`config.mk`:
```
export PLATFORM = sky130hd
export DESIGN_NAME = carregador_programa
export DESIGN_NICKNAME = d
export VERILOG_FILES = /design/src/rtl/carregador_programa.sv
export SDC_FILE = /design/constraint.sdc
export NUM_CORES = 1
export LEC_CHECK = 0
export CAP_MARGIN = 20
export CORE_MARGIN = 1
export CORE_UTILIZATION = 47
export DETAILED_ROUTE_END_ITERATION = 10
export GPL_TIMING_DRIVEN = 0
export HOLD_SLACK_MARGIN = 0.15
export MAX_ROUTING_LAYER = met4
export PLACE_DENSITY_LB_ADDON = 0.08
export SLEW_MARGIN = 20
export SYNTH_ARGS = -nofsm -noshare
export SYNTH_HDL_FRONTEND = slang
export SYNTH_SLANG_ARGS = --single-unit
```
`constraint.sdc`:
```
create_clock -name clk -period 3.95 [get_ports clk]
set_clock_uncertainty 0.2 [all_clocks]
set_input_delay 0.395 -clock clk [delete_from_list [all_inputs] [get_ports clk]]
set_output_delay 0.395 -clock clk [all_outputs]
set_load 0.02 [all_outputs]
```
`src/rtl/carregador_programa.sv`:
```
// Program loader: streams 32-bit instruction words into instruction memory,
// holding the core stalled until the image is complete.
//
// Ports:
//   clk, reset       clock, synchronous active-high reset
//   start, n_words   load request (IDLE only) and requested word count
//   in_valid/in_data upstream instruction stream; in_ready = accept
//   mi_we/addr/data  registered instruction-memory write port
//   core_hold        stall for control unit / datapath
//   busy, done       load in progress / one-cycle completion pulse
//   count, checksum  words accepted and their 32-bit sum since last start
module carregador_programa #(
    parameter int unsigned ADDR_WIDTH = 8,
    parameter logic [63:0] BASE_ADDR  = 64'h0
) (
    input  logic                  clk,
    input  logic                  reset,
    input  logic                  start,
    input  logic [ADDR_WIDTH:0]   n_words,
    input  logic                  in_valid,
    input  logic [31:0]           in_data,
    output logic                  in_ready,
    output logic                  mi_we,
    output logic [63:0]           mi_addr,
    output logic [31:0]           mi_data,
    output logic                  core_hold,
    output logic                  busy,
    output logic                  done,
    output logic [ADDR_WIDTH:0]   count,
    output logic [31:0]           checksum
);

    localparam int unsigned CW = ADDR_WIDTH + 1;
    localparam logic [CW-1:0] DEPTH = CW'(1) << ADDR_WIDTH;

    typedef enum logic [1:0] {
        S_IDLE  = 2'd0,
        S_LOAD  = 2'd1,
        S_DRAIN = 2'd2
    } state_t;

    state_t          state_q, state_d;
    logic [CW-1:0]   n_lim_q, n_lim_d;
    logic            in_ready_q, in_ready_d;
    logic            mi_we_q, mi_we_d;
    logic [63:0]     mi_addr_q, mi_addr_d;
    logic [31:0]     mi_data_q, mi_data_d;
    logic            core_hold_q, core_hold_d;
    logic            busy_q, busy_d;
    logic            done_q, done_d;
    logic [CW-1:0]   count_q, count_d;
    logic [31:0]     checksum_q, checksum_d;

    logic            xfer_c;
    logic [CW-1:0]   lim_c;

    // in_ready_q is only ever high in LOAD, so it alone qualifies a transfer
    assign xfer_c = in_valid & in_ready_q;
    // Clamp the request to the memory depth so addresses can never wrap
    assign lim_c  = (n_words > DEPTH) ? DEPTH : n_words;

    // State and registered outputs
    always_ff @(posedge clk) begin
        if (reset) begin
            state_q     <= S_IDLE;
            n_lim_q     <= '0;
            in_ready_q  <= 1'b0;
            mi_we_q     <= 1'b0;
            mi_addr_q   <= BASE_ADDR;
            mi_data_q   <= '0;
            core_hold_q <= 1'b1;
            busy_q      <= 1'b0;
            done_q      <= 1'b0;
            count_q     <= '0;
            checksum_q  <= '0;
        end else begin
            state_q     <= state_d;
            n_lim_q     <= n_lim_d;
            in_ready_q  <= in_ready_d;
            mi_we_q     <= mi_we_d;
            mi_addr_q   <= mi_addr_d;
            mi_data_q   <= mi_data_d;
            core_hold_q <= core_hold_d;
            busy_q      <= busy_d;
            done_q      <= done_d;
            count_q     <= count_d;
            checksum_q  <= checksum_d;
        end
    end

    // Next-state and next-output logic
    always_comb begin
        state_d     = state_q;
        n_lim_d     = n_lim_q;
        in_ready_d  = in_ready_q;
        mi_we_d     = 1'b0;
        mi_addr_d   = mi_addr_q;
        mi_data_d   = mi_data_q;
        core_hold_d = core_hold_q;
        busy_d      = busy_q;
        done_d      = 1'b0;
        count_d     = count_q;
        checksum_d  = checksum_q;

        case (state_q)
            S_IDLE: begin
                in_ready_d = 1'b0;
                busy_d     = 1'b0;
                if (start) begin
                    n_lim_d     = lim_c;
                    count_d     = '0;
                    checksum_d  = '0;
                    core_hold_d = 1'b1;
                    busy_d      = 1'b1;
                    if (lim_c == '0) begin
                        state_d = S_DRAIN;
                    end else begin
                        state_d    = S_LOAD;
                        in_ready_d = 1'b1;
                    end
                end
            end
            S_LOAD: begin
                if (xfer_c) begin
                    mi_we_d    = 1'b1;
                    mi_addr_d  = BASE_ADDR + 64'({count_q, 2'b00});
                    mi_data_d  = in_data;
                    count_d    = count_q + CW'(1);
                    checksum_d = checksum_q + in_data;
                    if (count_d == n_lim_q) begin
                        state_d    = S_DRAIN;
                        in_ready_d = 1'b0;
                    end
                end
            end
            S_DRAIN: begin
                // Last write is on the port this cycle; release the core next
                state_d     = S_IDLE;
                in_ready_d  = 1'b0;
                busy_d      = 1'b0;
                done_d      = 1'b1;
                core_hold_d = 1'b0;
            end
            default: begin
                state_d    = S_IDLE;
                in_ready_d = 1'b0;
                busy_d     = 1'b0;
            end
        endcase
    end

    assign in_ready  = in_ready_q;
    assign mi_we     = mi_we_q;
    assign mi_addr   = mi_addr_q;
    assign mi_data   = mi_data_q;
    assign core_hold = core_hold_q;
    assign busy      = busy_q;
    assign done      = done_q;
    assign count     = count_q;
    assign checksum  = checksum_q;

endmodule

```
# Word-level counts from Yosys, hierarchy flattened

Index checks and enable logic that the tools add are counted.

Register bits after elaboration: 98
Bits of input ports: 45
Word-level logic and storage cells: 56

Add/sub/neg operators: 2
Order comparisons: 1
Eq/ne operators: 6
Muxes and demuxes: 23
Bitwise logic cells: 2
Reduce and logical (&&, ||, !) cells: 11

Operator list:

| cell                | number |
|---|---|
| $mux 32             | 2 |
| $pmux 32 s2         | 1 |
| $add 32x32->32      | 1 |
| $mux 9              | 3 |
| $pmux 9 s2          | 1 |
| $add 9x1->9 const B | 1 |
| $eq 9x9->1          | 1 |
| $gt 9x9->1 const B  | 1 |
| $logic_not 9->1     | 1 |
| $mux 1              | 8 |
| $mux 2              | 4 |
| $reduce_and 2->1    | 4 |
| $ne 2x2->1 const B  | 3 |
| $pmux 1 s2          | 3 |
| $reduce_and 3->1    | 2 |
| $pmux 2 s2          | 1 |
| $reduce_bool 2->1   | 2 |
| $eq 2x1->1 const B  | 1 |
| $eq 2x2->1 const B  | 1 |
| $logic_not 2->1     | 1 |
| $reduce_or 2->1     | 1 |
| $and 1x1->1         | 1 |
| $not 1->1           | 1 |

# Logic depth before layout (Yosys ltp)

Gate-level depths: netlist (run 1).

Depth in word-level cells: 6
Gate-level depth with buffers: 10
Gate-level depth less buffers: 10

# Worst setup path after synthesis (run 1)

Ideal clock, no wire load.

Path type: reg-to-reg
From: register checksum_q[0], in the netlist checksum[0]
To: register checksum_q[30], in the netlist checksum[30]
Setup time: 0.117 ns
Data arrival time: 2.761 ns
Data required time: 3.633 ns
Path slack: 0.872 ns
Cell stages (with the launch flop): 11
Path buffers: 0
Clock period less this slack: 3.078 ns
Cell sequence: dfxtp_1 > ha_1 > inv_1 > fa_1 > nand2b_1 > a21oi_4 > o32ai_2 > o2111a_1 > or4_1 > a21o_1 > a32o_1

Longest elaborated chain between the ends: 3

RTL lines:

| what                     | RTL line | RTL |
|---|---|---|
| start: declaration       | 52       | `logic [31:0] checksum_q, checksum_d;` |
| start signal: assignment | 87       | `checksum_q <= checksum_d;` |
| $add 32x32->32           | 129      | `checksum_d = checksum_q + in_data;` |
| $mux 32                  | 124      | `if (xfer_c) begin` |
| $pmux 32 s2              | 105      | `case (state_q)` |

Every way passes these cells. The select of a mux whose other input is x is not followed.
A chain may end at the register's enable or synchronous reset.

# Worst setup path in the final report (run 1)

From: input in_data[0]
To: register checksum_q[28], in the netlist checksum[28]

Longest elaborated chain between the ends: 3

RTL lines:

| what               | RTL line | RTL |
|---|---|---|
| start: declaration | 21       | `input logic [31:0] in_data,` |
| $add 32x32->32     | 129      |  |
| $mux 32            | 124      |  |
| $pmux 32 s2        | 105      |  |

Every way passes these cells. The select of a mux whose other input is x is not followed.

==> reports/qor.yml, run 1 <==
grt_max_degree: 15
cts.sinks: 98
rr_worst_depth: 10
tightest_slew_ps: 795
rsz0062_at_grt: "false"
leakage_nw: 3.13
post-route-period-util_pct: 86.2
synth_top_area_share_pct: 33.8
grt_overflow_total: 0
routed_wl_um: 16900
min_path_type: "register to register"
final_core_util_pct: 64.6
dp_cells: 1066
internal_power_mw: 1.63
ys_seq_area_share_pct: 33.8
cts_root_buffer: "clkbuf_16"
syn_to_final_growth_pct: 33.8
synthArstFlopShare_pct: 0
nFillCells: 1124
clk_latency_ps: 360
ys.flop_type: "dfxtp_1"
synth-edff-count: 0
layout_common_cells: "nand2_1 (135), clkdlybuf4s50_1 (130), dfxtp_1 (98)"
antenna_found_initial: 0
path_clk_slew_ps: 70
pwr-share-clk_pct: 37.3
critPathMaxFanout: 4
htree_levels: 3
grt_pass1_wl_um: 27100
diodes: 0
cts_tree: "done"
cp_cell_sequence: "clkdlybuf4s50_1 > ha_1 > inv_1 > fa_1 > nand2b_1 > a21oi_4 > o311ai_1 > a211oi_1 > o2111ai_1 > a21o_1 > a32o_1"
detailed_place_hpwl_um: 12900
drt_iter0_drc: 353
synth_cells: 735
setup-violations-final: 0
ioPinCount: 187
status: "completed"
place.gp.congestion: 0.971
fp.dieH_um: 113
p_sw_share_pct: 27.6
power_switching_uw: 622
hold_buffers: 0
post_cts_resized: 0
numPortBuffers: 130
p_per_area_mw_per_mm2: 290
synthesis.area_mm2: 0.00580
p_total_mw: 2.25
die-area_mm2: 0.0128
reg2reg_to: "checksum[28]"
drc: 0
synth_cell_types: 68
ant_nets: 0
relSlewSlack_pct: 46.6
crit_path_top_delay_cell: "a211oi_1"
synth_top_area_cell: "dfxtp_1"
final_max_slew_viol_count: 0
grt_pass1_vias: 5483
nNetsFinal: 1008
core_mm2: 0.0120
via_per_inst: 5.43
cp_slowest_stage_delay_ps: 610
hold_path_startpoint: "core_hold"
synth-seq-cells: 98
required_ps: 4000
setup_tns_ps: 0
postPlaceCellArea_mm2: 0.00749
ir_drop_uv: 153
maxCapViolCount: 0
dr.pass1.iters: 5
num_vias: 5869
cts_setup_buffers: 0
reg2reg_from: "checksum[0]"
groute.usage.overall_pct: 27.5
die_w_um: 113
p_comb_share_pct: 17.4
design_area_mm2: 0.00776
synth_area_per_cell_um2: 7.89
final_common_cell: "nand2_1"
cts_made_buffers: 9
hold_violations: 0
cp-start-kind: "input port"
post_drt_wl_per_cell_um: 15.7
power.share.sequential_pct: 45.3
hold_end: "core_hold"
instances_no_fill: 1081
yosys_warnings: 0
arrival_ps: 3450
start_util_pct: 48.3
core.rowCount: 40
r2r_setup_slack_ps: 710
drive_gt1_share_pct: 8.78
critPathKind: "input port to register"
end_kind: "register"
clockBufferDepth: 2
holdPathStages: 2
layout_min_cycle_time_ps: 3400
synthTopCellsByArea: "dfxtp_1 (34%), nand2_1 (8.7%), buf_4 (7.1%), ha_1 (6.9%), a21oi_1 (6.6%)"
fmax_mhz: 294
critical path: cells and delay by family:
kind | cells | cell delay (ps)
adders and majority gates | 2 | 570
buffers and inverters | 2 | 540
and+or+nand+nor | 1 | 220
AOI/OAI and AO/OA | 6 | 1710
through the flow:
stage / setup WS [ps] / hold slack [ps]
after floorplan: 872 / 250
after global placement: 248 / 231
after detailed placement: 244 / 237
after CTS: 601 / 246
after global routing: 403 / 259
final: 546 / 240
flip-flops by register name, indices dropped and copies added (netlist names):
register	cells
mi_addr	9
checksum	32
core_hold	1
busy	1
state_q	2
mi_we	1
in_ready	1
n_lim_q	9
done	1
count	9
mi_data	32
cell families after synthesis:
group,Yosys count,share of synthesized area (%)
and+or+nand+nor,268,20.7
other,1,0.0647
adders and majority gates,33,7.25
xor gates and xnor gates,31,4.68
AOI/OAI and AO/OA,203,23.1
buffers and inverters,99,10.0
muxes,2,0.345
DFF,98,33.8
power groups by stage:
stage	Sequential (mW)	Combinational, mW	Clock (mW)
finish	1.02	0.391	0.839
detailed placement	1.04	0.383	0
CTS	1.02	0.386	0.851
floorplan	1.06	0.241	0
global route	1.02	0.423	0.886
global placement	1.04	0.380	0
worst max-delay path by stage:
| stage | endpoint | slack (ps) | depth (start not counted) | startpoint |
|---|---|---|---|---|
| floorplan | checksum[30] | 870 | 10 | checksum[0] |
| global placement | checksum[30] | 250 | 11 | in_data[0] |
| detailed placement | checksum[30] | 240 | 11 | in_data[0] |
| CTS | checksum[30] | 600 | 11 | in_data[0] |
| global route | checksum[30] | 400 | 11 | in_data[0] |
| finish | checksum[28] | 550 | 11 | in_data[0] |
cells in the mapped netlist (12+ instances only):
cell and instances:
a22oi_1 12, dfxtp_1 98, nand3_1 16, a21oi_1 76, nor3_1 14, nor2_1 48
xnor2_1 16, o21ai_1 14, xor2_1 15, nand2_1 135, a21o_1 12, buf_4 55
ha_1 32, o21ai_0 20, clkbuf_1 30
cell type report:
cell class / instances / area, µm² / area share [%]
inverter: 8 / 30.0 / 0.387
clock buffer: 13 / 260 / 3.35
multi-input combinational: 592 / 3460 / 44.6
sequential: 98 / 1960 / 25.3
timing repair buffer: 130 / 1300 / 16.8
clock inverter: 2 / 12.5 / 0.161
tap: 147 / 184 / 2.37
buffer: 91 / 551 / 7.10
metal layers:
| layer | up-vias | part of all wire [%] | GRT usage (%) |
|---|---|---|---|
| met5 | - | 0 | - |
| met1 | 2760 | 45 | 34.6 |
| met4 | 0 | 2.0 | 10.8 |
| met3 | 23 | 5.1 | 3.64 |
| met2 | 199 | 48 | 44.7 |
| li1 | 2887 | - | - |
No activity file was read; power rests on OpenSTA's default activity.
==> run 2: changes to the inputs <==
--- a/config.mk
+++ b/config.mk
@@ -7,7 +7,7 @@
 export LEC_CHECK = 0
 export CAP_MARGIN = 20
 export CORE_MARGIN = 1
-export CORE_UTILIZATION = 47
+export CORE_UTILIZATION = 42
 export DETAILED_ROUTE_END_ITERATION = 10
 export GPL_TIMING_DRIVEN = 0
 export HOLD_SLACK_MARGIN = 0.15
==> constraint.sdc (replaced) <==
create_clock -name clk -period 3.05 [get_ports clk]
set_clock_uncertainty 0.2 [all_clocks]
set_input_delay 0.305 -clock clk [delete_from_list [all_inputs] [get_ports clk]]
set_output_delay 0.305 -clock clk [all_outputs]
set_load 0.02 [all_outputs]
==> run 2 against run 1 <==
  * Via count fell by 1.0%
  * Clock power rose by 45%
  * Clock-buffer cell count fell by 1
  * Global-route usage fell by 2.6 points
  * Sequential power rose by 29%
==> reports/qor.yml, run 2 (synthesized netlist as in run 1, its figures left out) <==
power_switching_uw: 834  # +34%
via_per_inst: 5.19  # -4.3%
grt_pass1_vias: 5497  # +0.26%
nNetsFinal: 1015  # +0.69%
die_w_um: 119  # +5.7%
p_total_mw: 3.05  # +36%
grt_overflow_total: 0  # unchanged
detailed_place_hpwl_um: 13000  # +1.1%
critPathKind: "register to register"
p_comb_share_pct: 16.8  # -0.6 points
num_vias: 5808  # -1.0%
leakage_nw: 3.22  # +2.7%
routed_wl_um: 17300  # +1.9%
clk_latency_ps: 350  # about the same
power.share.sequential_pct: 43.2  # -2.1 points
tightest_slew_ps: 834  # +39.2 ps
cts_tree: "done"
instances_no_fill: 1118  # +3.4%
maxCapViolCount: 0  # unchanged
path_clk_slew_ps: 70  # about the same
relSlewSlack_pct: 44.0  # -2.6 points
fp.dieH_um: 119  # +5.7%
die-area_mm2: 0.0143  # +12%
groute.usage.overall_pct: 24.8  # -2.6 points
clockBufferDepth: 2  # unchanged
cts.sinks: 98  # unchanged
syn_to_final_growth_pct: 37.3
pwr-share-clk_pct: 40.0  # +2.7 points
post-route-period-util_pct: 97.6
cp_slowest_stage_delay_ps: 520  # -90 ps
place.gp.congestion: 0.916  # -5.6%
p_per_area_mw_per_mm2: 384  # +32%
final_max_slew_viol_count: 0  # unchanged
ioPinCount: 187  # unchanged
cts_root_buffer: "clkbuf_16"
crit_path_top_delay_cell: "or4_4"
cp-start-kind: "register"
grt_max_degree: 16  # +1
grt_pass1_wl_um: 27600  # +2.1%
dr.pass1.iters: 6  # +1
ant_nets: 0  # unchanged
end_kind: "register"
cts_made_buffers: 9  # unchanged
core.rowCount: 42  # +5.0%
cp_cell_sequence: "ha_2 > inv_1 > fa_2 > nand2b_4 > a21oi_4 > o32ai_4 > o2111a_2 > or4_4 > a21o_1 > a32o_1"
nFillCells: 1241  # +10%
dp_cells: 1095  # +2.7%
final_core_util_pct: 59.6  # -4.9 points
htree_levels: 3  # unchanged
drc: 0  # unchanged
min_path_type: "input port to register"
layout_min_cycle_time_ps: 2980
internal_power_mw: 2.22  # +36%
layout_common_cells: "nand2_1 (135), clkdlybuf4s50_1 (128), dfxtp_1 (97)"
critPathMaxFanout: 4  # unchanged
final_common_cell: "nand2_1"
drt_iter0_drc: 407  # +15%
numPortBuffers: 130  # unchanged
arrival_ps: 3020  # -430 ps
hold_violations: 0  # unchanged
required_ps: 3100  # -900 ps
antenna_found_initial: 0  # unchanged
status: "completed"
start_util_pct: 43.4  # -4.8 points
core_mm2: 0.0133  # +11%
post_drt_wl_per_cell_um: 15.4  # -1.5%
ir_drop_uv: 207  # +35%
drive_gt1_share_pct: 10.8  # +2.0 points
setup-violations-final: 0  # unchanged
diodes: 0  # unchanged
fmax_mhz: 336
p_sw_share_pct: 27.3  # -0.33 points
## run 2: power by group through the flow
stage | registers (mW) | clock network, mW | logic (mW)
5_1_grt | 1.32 | 1.29 | 0.554
3_5_place_dp | 1.35 | 0 | 0.498
2_1_floorplan | 1.37 | 0 | 0.312
6_report | 1.32 | 1.22 | 0.512
4_1_cts | 1.32 | 1.24 | 0.503
3_3_place_gp | 1.35 | 0 | 0.494
## run 2: repair_timing
action / CTS / global route
gates resized for setup: 8 / 8
hold endpoints to repair: 0 / 1
hold buffers: 0 / 1
buffers inserted: 2 / 4
pin swaps: 4 / 2
endpoints found under the setup margin: 5 / 6
## run 2: final timing paths
path / slack (ps) / to / cells past startpoint / from
worst max register to register: 70 / checksum[30] / 10 / checksum[0]
worst min-delay path: 180 / mi_data[0] / 3 / in_data[0]
worst max-delay path: 70 / checksum[30] / 10 / checksum[0]
worst min register to register: 250 / core_hold / 2 / core_hold
## run 2: worst max-delay path, delay by kind of cell, from the launching register on
kind | cells | cell delay (ps)
AO/OA/AOI/OAI | 5 | 1040
buffers and inverters | 1 | 60
adder cells (fa/ha/maj) | 2 | 540
AND/OR/NAND/NOR | 2 | 690
flip-flops | 1 | 340
## run 2: area by class of cell
cell class / count / area [µm²] / share of cell area (%)
clock buffer: 12 / 267 / 3.35
inverter: 8 / 30.0 / 0.377
clock inverter: 4 / 48.8 / 0.613
timing repair buffer: 137 / 1360 / 17.1
tap: 176 / 220 / 2.77
sequential: 98 / 1960 / 24.7
multi-input combinational: 592 / 3520 / 44.3
buffer: 91 / 551 / 6.91
## run 2: per-stage QoR
step	setup TNS (ps)	hold WS [ps]	setup WS, ps	instance area [µm²]
detailed placement	-3610	238	-592	7520
CTS	0	183	19.6	7880
global route	-15.8	190	-15.8	7960
finish	0	184	73.2	7960
floorplan	0	238	62.8	6000
global placement	-3450	230	-556	7520
## run 2: routing by layer
layer  vias up  track usage [%]  part of all wire, %
met5         -                -                    0
met4         0             7.27                  1.1
met3        12             2.61                  4.2
met2       174             41.8                   48
met1      2726             31.4                   46
li1       2896                -                    -
==> run 3: changes to the inputs <==
--- a/config.mk
+++ b/config.mk
@@ -12,7 +12,7 @@
 export GPL_TIMING_DRIVEN = 0
 export HOLD_SLACK_MARGIN = 0.15
 export MAX_ROUTING_LAYER = met4
-export PLACE_DENSITY_LB_ADDON = 0.08
+export PLACE_DENSITY = 0.77
 export SLEW_MARGIN = 20
 export SYNTH_ARGS = -nofsm -noshare
 export SYNTH_HDL_FRONTEND = slang
==> run 3 against run 2 <==
  * Non-clock buffer count up 3
  * Clock power about the same
  * Sequential power about the same
  * Global-route usage down 0.16 points
  * Setup slack worse by 16 ps
  * Cell area up 0.14%
  * Combinational power about the same
  * Critical path depth down 1
  * Flip-flop and latch count unchanged
  * Power down 0.53%
  * Die area unchanged
  * Critical endpoint is now checksum[29]
  * Largest cell class unchanged
  * Largest power group unchanged
==> reports/qor.yml, run 3 (synthesized netlist as in run 1, its figures left out) <==
min_path_type: "input port to register"
drc: 0  # unchanged
grt_max_degree: 16  # unchanged
layout_common_cells: "nand2_1 (135), clkdlybuf4s50_1 (129), dfxtp_1 (97)"
p_sw_share_pct: 26.9  # -0.40 points
rsz0062_at_grt: "true"
fmax_mhz: 334  # -0.53%
setup_tns_ps: 0  # unchanged
num_vias: 5818  # +0.17%
cts_root_buffer: "clkbuf_16"
clockBufferDepth: 2  # unchanged
htree_levels: 3  # unchanged
cts.sinks: 98  # unchanged
leakage_nw: 3.23  # +0.38%
status: "completed"
critPathKind: "input port to register"
routed_wl_um: 17000  # -1.6%
hold_violations: 0  # unchanged
detailed_place_hpwl_um: 13000  # -0.38%
ir_drop_uv: 259  # +25%
drive_gt1_share_pct: 11.0  # +0.19 points
die-area_mm2: 0.0143  # unchanged
numPortBuffers: 130  # unchanged
grt_pass1_vias: 5286  # -3.8%
cp-startpoint: "in_data[2]"
reg2reg_from: "checksum[0]"
dr.pass1.iters: 5  # -1
power_switching_uw: 818  # -2.0%
power.share.sequential_pct: 43.5  # +0.3 points
post-route-period-util_pct: 98.1  # +0.52 points
p_per_area_mw_per_mm2: 381  # -0.67%
maxCapViolCount: 0  # unchanged
end_kind: "register"
layout_min_cycle_time_ps: 2990  # +15.8 ps
cp-start-kind: "input port"
ant_nets: 0  # unchanged
cts_tree: "done"
final_core_util_pct: 59.7  # +0.084 points
core.rowCount: 42  # unchanged
grt_pass1_wl_um: 27000  # -2.5%
cts_made_buffers: 9  # unchanged
diodes: 0  # unchanged
syn_to_final_growth_pct: 37.5
path_clk_slew_ps: 70  # about the same
core_mm2: 0.0133  # unchanged
p_comb_share_pct: 16.9  # about the same
tightest_slew_ps: 861  # +27.7 ps
groute.usage.overall_pct: 24.7  # -0.16 points
final_common_cell: "nand2_1"
clk_latency_ps: 360  # about the same
arrival_ps: 3090  # +70 ps
antenna_found_initial: 0  # unchanged
post_drt_wl_per_cell_um: 15.2  # -1.8%
pwr-share-clk_pct: 39.6  # -0.4 points
nNetsFinal: 1018  # +0.30%
hold_path_startpoint: "in_data[0]"
relSlewSlack_pct: 42.1  # -1.9 points
setup-violations-final: 0  # unchanged
via_per_inst: 5.19  # about the same
grt_overflow_total: 0  # unchanged
required_ps: 3140  # +40 ps
final_max_slew_viol_count: 0  # unchanged
start_util_pct: 43.4  # unchanged
drt_iter0_drc: 489  # +20%
design_area_mm2: 0.00797  # +0.14%
critPathMaxFanout: 4  # unchanged
die_w_um: 119  # unchanged
postPlaceCellArea_mm2: 0.00752  # unchanged
place.gp.congestion: 0.959  # +4.6%
internal_power_mw: 2.22  # about the same
fp.dieH_um: 119  # unchanged
ioPinCount: 187  # unchanged
-- run 3: cell types whose count changed in the layout (fill, tap and decap cells not counted), sizes merged --
cell	before	now
clkdlybuf4s50	128	129
clkinv	3	2
buf	67	70
dlygate4sd2	1	0
-- run 3: final timing paths --
kind	to	slack [ps]	cells past startpoint
setup reg to reg	checksum[30]	130	10
hold reg to reg	core_hold	250	2
setup / recovery	checksum[29]	60	9
hold / removal	checksum[0]	220	4
-- run 3: critical path: stages --
cell and delay, ps:
clkdlybuf4s50_1 450, ha_1 400, o211ai_1 160, o211ai_2 280
o211ai_1 270, a2111oi_2 450, o21ai_1 210, a2111oi_1 400
nand3b_1 150
-- run 3: power groups by stage --
stage | clock (mW) | sequential (mW) | combinational (mW)
finish | 1.20 | 1.32 | 0.514
global route | 1.28 | 1.32 | 0.555
CTS | 1.22 | 1.32 | 0.503
detailed placement | 0 | 1.35 | 0.498
global placement | 0 | 1.35 | 0.495
floorplan | 0 | 1.37 | 0.312
-- run 3: per-stage QoR --
| stage | worst slack, ps | hold slack, ps | cells | total power, mW |
|---|---|---|---|---|
| 2_1_floorplan | 62.8 | 238 | 789 | 1.68 |
| 3_3_place_gp | -531 | 233 | 1095 | 1.84 |
| 3_5_place_dp | -526 | 238 | 1095 | 1.85 |
| 4_1_cts | 5.34 | 247 | 1115 | 3.04 |
| 5_1_grt | -193 | 265 | 1120 | 3.16 |
| 6_report | 57.5 | 218 | 1120 | 3.04 |
-- run 3: final cells by class --
class / count / area [µm²]
Buffer: 91 / 551
Clock inverter: 3 / 47.5
Timing Repair Buffer: 140 / 1380
Inverter: 8 / 30.0
Fill cell: 1248 / 5380
Multi-Input combinational cell: 592 / 3510
Sequential cell: 98 / 1960
Clock buffer: 12 / 267
Tap cell: 176 / 220
-- run 3: per-layer routing --
| layer | vias up | part of all wire (%) | track usage [%] |
|---|---|---|---|
| met5 | - | 0 | - |
| met4 | 0 | 3.1 | 10.0 |
| met3 | 38 | 5.9 | 4.61 |
| met2 | 222 | 47 | 38.9 |
| met1 | 2644 | 44 | 31.0 |
| li1 | 2914 | - | - |
-- run 3: what timing repair did --
item,CTS,global route
pin swaps,4,4
setup endpoints to repair,5,6
resized for setup,7,7
buffers inserted,5,4
hold endpoints to repair,0,1
hold buffers,0,1
